==> src/rtl/vend_multi.sv <==
// Multi-product vending controller: bounded nickel-unit credit, per-item prices,
// one-nickel-per-cycle change return and cancel/refund. All outputs registered.
module vend_multi #(
  parameter int                     NUM_ITEMS  = 4,
  parameter int                     CREDIT_W   = 6,
  parameter int                     MAX_CREDIT = 40,
  parameter logic [8*NUM_ITEMS-1:0] PRICE_LIST = {8'd10, 8'd7, 8'd5, 8'd3},
  localparam int                    SEL_W      = $clog2(NUM_ITEMS)
) (
  input  logic                clk,
  input  logic                reset,
  input  logic                n,
  input  logic                d,
  input  logic                q,
  input  logic                sel_valid,
  input  logic [SEL_W-1:0]    sel,
  input  logic                cancel,
  output logic                vend,
  output logic [SEL_W-1:0]    vend_item,
  output logic                change_nickel,
  output logic [CREDIT_W-1:0] credit,
  output logic                coin_reject,
  output logic                short_pulse,
  output logic                busy
);

  // Arithmetic width wide enough for credit, an 8-bit price and a carry.
  localparam int AW = ((CREDIT_W > 8) ? CREDIT_W : 8) + 1;

  typedef enum logic [1:0] {S_IDLE, S_CREDIT, S_VEND, S_CHANGE} state_t;

  state_t              state_q, state_d;
  logic [CREDIT_W-1:0] credit_q, credit_d;
  logic                vend_q, vend_d;
  logic [SEL_W-1:0]    vend_item_q, vend_item_d;
  logic                change_q, change_d;
  logic                reject_q, reject_d;
  logic                short_q, short_d;
  logic                busy_q, busy_d;

  logic [3:0] coin_sum;
  logic [7:0] price;
  logic       sel_ok;
  logic       can_buy;
  logic       coin_fits;
  logic       coin_any;

  always_comb begin
    coin_sum = {3'b000, n} + {2'b00, d, 1'b0} + (q ? 4'd5 : 4'd0);
    coin_any = (coin_sum != 4'd0);

    // Out-of-range indices leave sel_ok low so they read as unaffordable.
    price  = 8'd0;
    sel_ok = 1'b0;
    for (int i = 0; i < NUM_ITEMS; i++) begin
      if (sel == SEL_W'(i)) begin
        price  = PRICE_LIST[i*8 +: 8];
        sel_ok = 1'b1;
      end
    end
    can_buy   = sel_ok && (AW'(credit_q) >= AW'(price));
    coin_fits = (AW'(credit_q) + AW'(coin_sum)) <= AW'(MAX_CREDIT);

    state_d     = state_q;
    credit_d    = credit_q;
    vend_d      = 1'b0;
    vend_item_d = '0;
    change_d    = 1'b0;
    reject_d    = 1'b0;
    short_d     = 1'b0;

    case (state_q)
      S_IDLE, S_CREDIT: begin
        if (state_q == S_CREDIT && cancel) begin
          state_d  = S_CHANGE;
          change_d = 1'b1;
          credit_d = credit_q - 1'b1;
          reject_d = coin_any;
        end else if (state_q == S_CREDIT && sel_valid && can_buy) begin
          state_d     = S_VEND;
          vend_d      = 1'b1;
          vend_item_d = sel;
          credit_d    = credit_q - CREDIT_W'(price);
          reject_d    = coin_any;
        end else begin
          short_d = (state_q == S_CREDIT) && sel_valid;
          if (coin_any) begin
            if (coin_fits) begin
              credit_d = credit_q + CREDIT_W'(coin_sum);
              state_d  = S_CREDIT;
            end else begin
              reject_d = 1'b1;
            end
          end
        end
      end
      S_VEND, S_CHANGE: begin
        // First refund nickel goes out the cycle after entering; stay until credit is 0.
        reject_d = coin_any;
        if (credit_q != '0) begin
          state_d  = S_CHANGE;
          change_d = 1'b1;
          credit_d = credit_q - 1'b1;
        end else begin
          state_d = S_IDLE;
        end
      end
      default: state_d = S_IDLE;
    endcase

    busy_d = (state_d == S_VEND) || (state_d == S_CHANGE);
  end

  always_ff @(posedge clk or negedge reset) begin
    if (!reset) begin
      state_q     <= S_IDLE;
      credit_q    <= '0;
      vend_q      <= 1'b0;
      vend_item_q <= '0;
      change_q    <= 1'b0;
      reject_q    <= 1'b0;
      short_q     <= 1'b0;
      busy_q      <= 1'b0;
    end else begin
      state_q     <= state_d;
      credit_q    <= credit_d;
      vend_q      <= vend_d;
      vend_item_q <= vend_item_d;
      change_q    <= change_d;
      reject_q    <= reject_d;
      short_q     <= short_d;
      busy_q      <= busy_d;
    end
  end

  assign vend          = vend_q;
  assign vend_item     = vend_item_q;
  assign change_nickel = change_q;
  assign credit        = credit_q;
  assign coin_reject   = reject_q;
  assign short_pulse   = short_q;
  assign busy          = busy_q;

endmodule

==> config.mk <==
export PLATFORM = sky130hd
export DESIGN_NAME = vend_multi
export DESIGN_NICKNAME = d
export VERILOG_FILES = /design/src/rtl/vend_multi.sv
export SDC_FILE = /design/constraint.sdc
export NUM_CORES = 1
export LEC_CHECK = 0
export ABC_AREA = 0
export BUFFER_PORTS_ARGS = -buffer_cell sky130_fd_sc_hd__buf_4
export CELL_PAD_IN_SITES_DETAIL_PLACEMENT = 1
export CELL_PAD_IN_SITES_GLOBAL_PLACEMENT = 1
export CORE_MARGIN = 4
export CORE_UTILIZATION = 43
export DETAILED_ROUTE_END_ITERATION = 6
export HOLD_SLACK_MARGIN = 0.02
export PLACE_DENSITY_LB_ADDON = 0.1
export SETUP_SLACK_MARGIN = 0.4
export SLEW_MARGIN = 20
export SYNTH_ARGS = -nofsm -noshare
export SYNTH_HDL_FRONTEND = slang
export SYNTH_SLANG_ARGS = --single-unit
==> constraint.sdc <==
create_clock -name clk -period 4.55 [get_ports clk]
set_clock_uncertainty 0.15 [all_clocks]
set_input_delay 0.91 -clock clk [delete_from_list [all_inputs] [get_ports clk]]
set_output_delay 0.91 -clock clk [all_outputs]
set_load 0.02 [all_outputs]
---- Yosys cells after proc, flatten, opt, wreduce, memory -nomap -nowiden ----
Index checks and enable logic that the tools add are counted.
storage, ports and cells
  register bits ........................... 15
  output and inout bits ................... 13
  word-level logic and storage cells ...... 77
cells by class
  $add $sub $neg .......................... 6
  magnitude comparators ................... 2
  eq/ne operators ......................... 11
  mux-type cells .......................... 38
  reduce and logical (&&, ||, !) cells .... 12
operator list
  kind                   number
  $mux W6                5
  $mux W2                9
  $mux W1                16
  $mux W8                2
  $eq A2 B2 Y1 const B   6
  $pmux W6 S2            1
  $ge A6 B8 Y1           1
  $ne A4 B4 Y1 const B   2
  $add A6 B4 Y7          1
  $le A7 B6 Y1 const B   1
  $add A6 B4 Y6          1
  $mux W3                2
  $reduce_bool A6 Y1     1
  $sub A6 B1 Y6 const B  1
  $sub A6 B6 Y6          1
  $add A3 B3 Y4          1
  $eq A2 B1 Y1 const B   2
  $logic_and A1 B1 Y1    4
  $logic_not A2 Y1       2
  $pmux W1 S2            2
  $pmux W2 S2            1
  $reduce_bool A4 Y1     1
  $reduce_or A2 Y1       2
  $add A1 B2 Y3          1
  other kinds (3)        3

---- Depth between registers and ports, before layout ----
  depth after elaboration ................. 13
  gate-level depth with buffers ........... 17
  mapped depth without buffers ............ 16

---- Worst setup path after synthesis ----
No wires, ideal clock.
  path kind ............................... input to register
  from .................................... input sel[1]
  to ...................................... register credit_q[5], in the netlist credit[5]
  library setup time ...................... 0.122 ns
  arrival time ............................ 3.659 ns
  required time ........................... 4.278 ns
  path slack .............................. 0.619 ns
  stages on the path ...................... 16
  buffers on the path ..................... 1
  cell sequence ........................... inv_1 > ha_1 > ha_1 > o21ai_0 > o21ai_2 > nand2_1 > buf_2 > o21ai_1 > inv_2 > ha_1 > nor2b_1 > o311a_1 > a211oi_1 > xnor2_1 > mux2i_1 > a32o_1
between the ends
  word-level cells in the longest chain between the ends .. 11
  elaborated cells between the ends (all ways) .. 22
  those cells by class .................... add/sub (1); order compare (1); eq/ne (5); mux (11); reduce/logical (4)
ends and longest elaborated chain
  element                 line  source
  start: declaration      16    input logic [SEL_W-1:0] sel,
  $logic_not A2 Y1        56    if (sel == SEL_W'(i)) begin
  $mux W2                 56
  $mux W3                 56
  $mux W8 (2 in series)   56
  $ge A6 B8 Y1            61    can_buy = sel_ok && (AW'(credit_q) >= AW'(price));
  $logic_and A1 B1 Y1     61
  $logic_and A1 B1 Y1     79    end else if (state_q == S_CREDIT && sel_valid && can_buy) begin
  $mux W6                 79
  $mux W6                 74    if (state_q == S_CREDIT && cancel) begin
  $pmux W6 S2             72    case (state_q)
  end signal: assignment  126   credit_q <= credit_d;
  end: declaration        33    logic [CREDIT_W-1:0] credit_q, credit_d;
Parallel ways exist; a longest one is shown, timed or not.
A chain may end at the register's enable or synchronous reset.

---- Worst setup path in the final report ----
  from .................................... input sel[0]
  to ...................................... register credit_q[5], in the netlist credit[5]
Same word-level chain as after synthesis.

==> metrics.md <==
| Metric | Value |
|---|---|
| Outcome | finished, final reports clean |
| Detail-routed via count per cell | 5.94 |
| Global-route wire length before repair | 7470 um |
| Nets in the synthesized netlist | 200 |
| Count of different cell masters after synthesis | 56 |
| Post-synthesis sequential element count | 15 |
| Post-synthesis sequential area ratio | 24.5% |
| ANT nets after route | 0 |
| Total number of vias | 1408 |
| Synthesized cell area | 0.00153 mm^2 |
| Final critical delay including setup and external delays | 3.88 ns |
| Top-Level Pins | 22 |
| Endpoint required time on the critical path | 4.59 ns |
| WS Path Type | primary input to register |
| Slowest library cell on the worst path | ha_1 |
| Syn Inst Count | 170 |
| Most used routing layer | met2 |
| Final setup violation count | 0 |
| Initial cell density of the core | 45.2% |
| Worst setup SP type | primary input |
| Total CTS buffers | 3 |
| Floorplan core area | 0.00339 mm^2 |
| Largest driver fanout on the critical path | 12 |
| Post CTS Setup Buffer Count | 0 |
| Family with the most delay on the worst path | compound AO/OA/AOI/OAI gates |
| # DRC | 0 |
| Met1 track demand over resource in global routing | 26.4% |
| Post-synth EDFFs | 0 |
| Peak VDD IR | 0.270 mV |
| Number of global-route vias before repair | 1528 |
| Commonest cells after routing, fill and taps aside | 21 x buf_4, 19 x ha_1, 15 x dfrtp_1 |
| Cells along the critical path | buf_4 -> ha_1 -> ha_1 -> o21ai_0 -> o21ai_2 -> nand2_2 -> o21ai_2 -> inv_2 -> ha_1 -> nor2b_1 -> o311a_1 -> a211oi_1 -> xnor2_1 -> mux2i_1 -> a32o_1 |
| Syn. warnings | 0 |
| Maximum number of pins on one net before global-route repair | 16 |
| Number of port buffers | 21 |
| ANT cells | 0 |
| CTS sink cnt | 15 |
| Most used flip-flop cell after synthesis | dfrtp_1 |
| Normalized max-slew margin | 43.5% |
| Clock Tree Buf Depth | 2 |
| Count of buffer and inverter cells on the critical path | 2 |
| Final hold vios | 0 |
| Compound-cell area share of the yosys netlist | 26.2% |
| Die height | 67.7 um |
| Maximum clock rate | 0.258 GHz |
| Area of combinational cells with multiple inputs | 0.00109 mm^2 |
| Pin slew with the least headroom to its limit | 0.848 ns |
| GR met3 Demand/Resource | 1.66% |
| Final non-filler cell total | 237 |
| Post-CTS Hold Fix Bufs | 0 |
| Layout cells sized above 1 | 24.6% |
| Sequential Area | 375 um^2 |
| CP peak stage delay | 0.30 ns |
| Library cell used as clock root buffer | clkbuf_4 |
| Remaining global-route overflow | 0 |
| Count of TritonRoute iterations in the first routing pass | 4 |
| Detailed Place HPWL | 3500 um |
| Arithmetic-cell share of the synthesized area counting full adders, half adders and majority gates | 18.1% |
| Starting DRC count in detailed routing | 65 |
| Level count of the clock H-tree | 1 |
| Routed Wire Length | 4350 um |
| Area fraction in and, or, nand and nor cells after synthesis | 20.1% |
| Initial antenna violation count | 0 |
| Die area | 0.00458 mm^2 |
| RSZ-0062 raised after global routing | no |
| Weighted congestion at the end of routability-driven global placement | 0.875 |
| Cells taking the most area after synthesis | dfrtp_1 24%, ha_1 16%, xnor2_1 3.4%, a21oi_1 3.3%, o21ai_0 3.3% |
| CP endpoint kind | register |
| Clk slew on worst S/H paths | 0.10 ns |
| Parity-gate share of the synthesized area counting xor and xnor cells | 4.57% |
| Power density over the cells | 646 mW/mm^2 |
| Critical path's most frequent cell | ha_1 |
| Share of flip-flops with an asynchronous set or reset | 100% |
| Mux cell area share after synthesis | 1.31% |
| Filler cells | 393 |
| Net count, final | 222 |
| Portion of the clock cycle consumed by the worst path in the final layout | 85.2% |
| Proportion of netlist area held by the largest area contributor | 24.5% |
| Setup total negative slack | 0 ns |
| Max-slew violations | 0 |
| Mapped Avg Cell Area | 9.02 um^2 |
| Path type of the worst min-delay path | primary input to asynchronous set/reset pin |
| Horizontal die dimension | 67.7 um |
| Dominant combinational cell family by area after synthesis | compound AO/OA/AOI/OAI gates |
| Worst path arrival time | 3.92 ns |
| Most common cell after layout, fill and taps aside | buf_4 |
| Cell total after placement | 233 |
| Max-cap violation count | 0 |
| Biggest area consumer among synthesized cells | dfrtp_1 |
| Latest clock arrival within the worst-skew pair | 0.30 ns |
| Reported leakage power | 0.000816 uW |
| Core Rows | 21 |
| Total track usage | 21.9% |
| Met2 Usage GRT | 40.1% |
| Drt wl/cell | 18.4 um |
| Area growth from synthesis to final layout | 14.9% |
| CTS tree | built |
[cell type report]
cell class | instances | share of cell area [%]
Tap cell | 46 | 3.27
Inverter | 13 | 2.77
Multi-Input combinational cell | 138 | 62.1
Timing Repair Buffer | 21 | 8.96
Sequential cell | 15 | 21.3
Clock buffer | 3 | 1.28
Clock inverter | 1 | 0.284
[cell usage after synthesis, drive strengths merged, types with 2 or more instances]
library cell / instances
or2: 2
buf: 3
nor2: 12
a21oi: 13
nor3b: 4
and3: 3
dfrtp: 15
xnor2: 6
nand2b: 2
a21o: 4
a211o: 3
a211oi: 3
mux2i: 2
a22o: 2
ha: 19
fa: 2
nand3: 3
nor3: 7
inv: 13
xor2: 2
nor2b: 3
o21ai: 14
nand2: 12
[final timing paths]
check	cells past startpoint	slack, ns	from	endpoint
worst max-delay path	15	0.67	sel[0]	credit[5]$_DFFE_PN0P_
worst min-delay path	1	0.30	reset	vend$_DFF_PN0_
worst max register to register	15	1.04	credit[0]$_DFFE_PN0P_	credit[5]$_DFFE_PN0P_
min in group clk	1	0.44	state_q[1]$_DFF_PN0_	state_q[0]$_DFF_PN0_
worst min register to register	1	0.44	state_q[1]$_DFF_PN0_	state_q[0]$_DFF_PN0_
max in group asynchronous	1	3.77	reset	busy$_DFF_PN0_
[stage by stage]
step	util [%]	setup slack (ns)	cell area, um^2	hold WS, ns	power, uW
floorplan	-	0.619	1530	0.365	818
global placement	50.6	0.295	1720	0.409	1020
detailed placement	50.6	0.161	1720	0.410	1050
CTS	51.5	0.465	1740	0.305	1130
global route	51.9	0.476	1760	0.303	1250
finish	51.9	0.672	1760	0.300	1140
[worst reg2reg max path: stages (launching register included)]
cell,delay (ns)
dfrtp_1,0.47
inv_1,0.18
ha_1,0.33
nor3b_2,0.22
o21ai_2,0.14
nand2_2,0.22
nand2_1,0.10
o21ai_2,0.10
inv_2,0.05
ha_1,0.26
nor2b_1,0.17
o311a_1,0.30
a211oi_1,0.28
xnor2_1,0.15
mux2i_1,0.08
a32o_1,0.21
[power by group]
group	internal (uW)	switching, uW	total [uW]
logic	354	437	790
clock network	32.8	49.0	81.8
registers	172	93.0	265
[logic make-up after synthesis]
logic type	count (synthesis)
and+or+nand+nor	55
AOI/OAI and AO/OA	52
adders and majority gates	21
buffers and inverters	17
DFF	15
xor gates and xnor gates	8
muxes	2
[registers in the layout, summed over array words and instances, names as in the netlist]
signal,flops
credit,6
state_q,2
change_nickel,1
short_pulse,1
vend_item,2
busy,1
vend,1
coin_reject,1
[what timing repair did]
item / CTS / global route
gates resized for setup: 0 / 4
setup endpoints to repair: 0 / 2
hold endpoints to repair: 0 / 0
[routing by layer]
layer  share of wire [%]  wire, um
met5                   0         0
met4                 1.7        75
met3                 3.7       162
met2                  51      2230
met1                  43      1880
(Power assumes the default switching activity.)
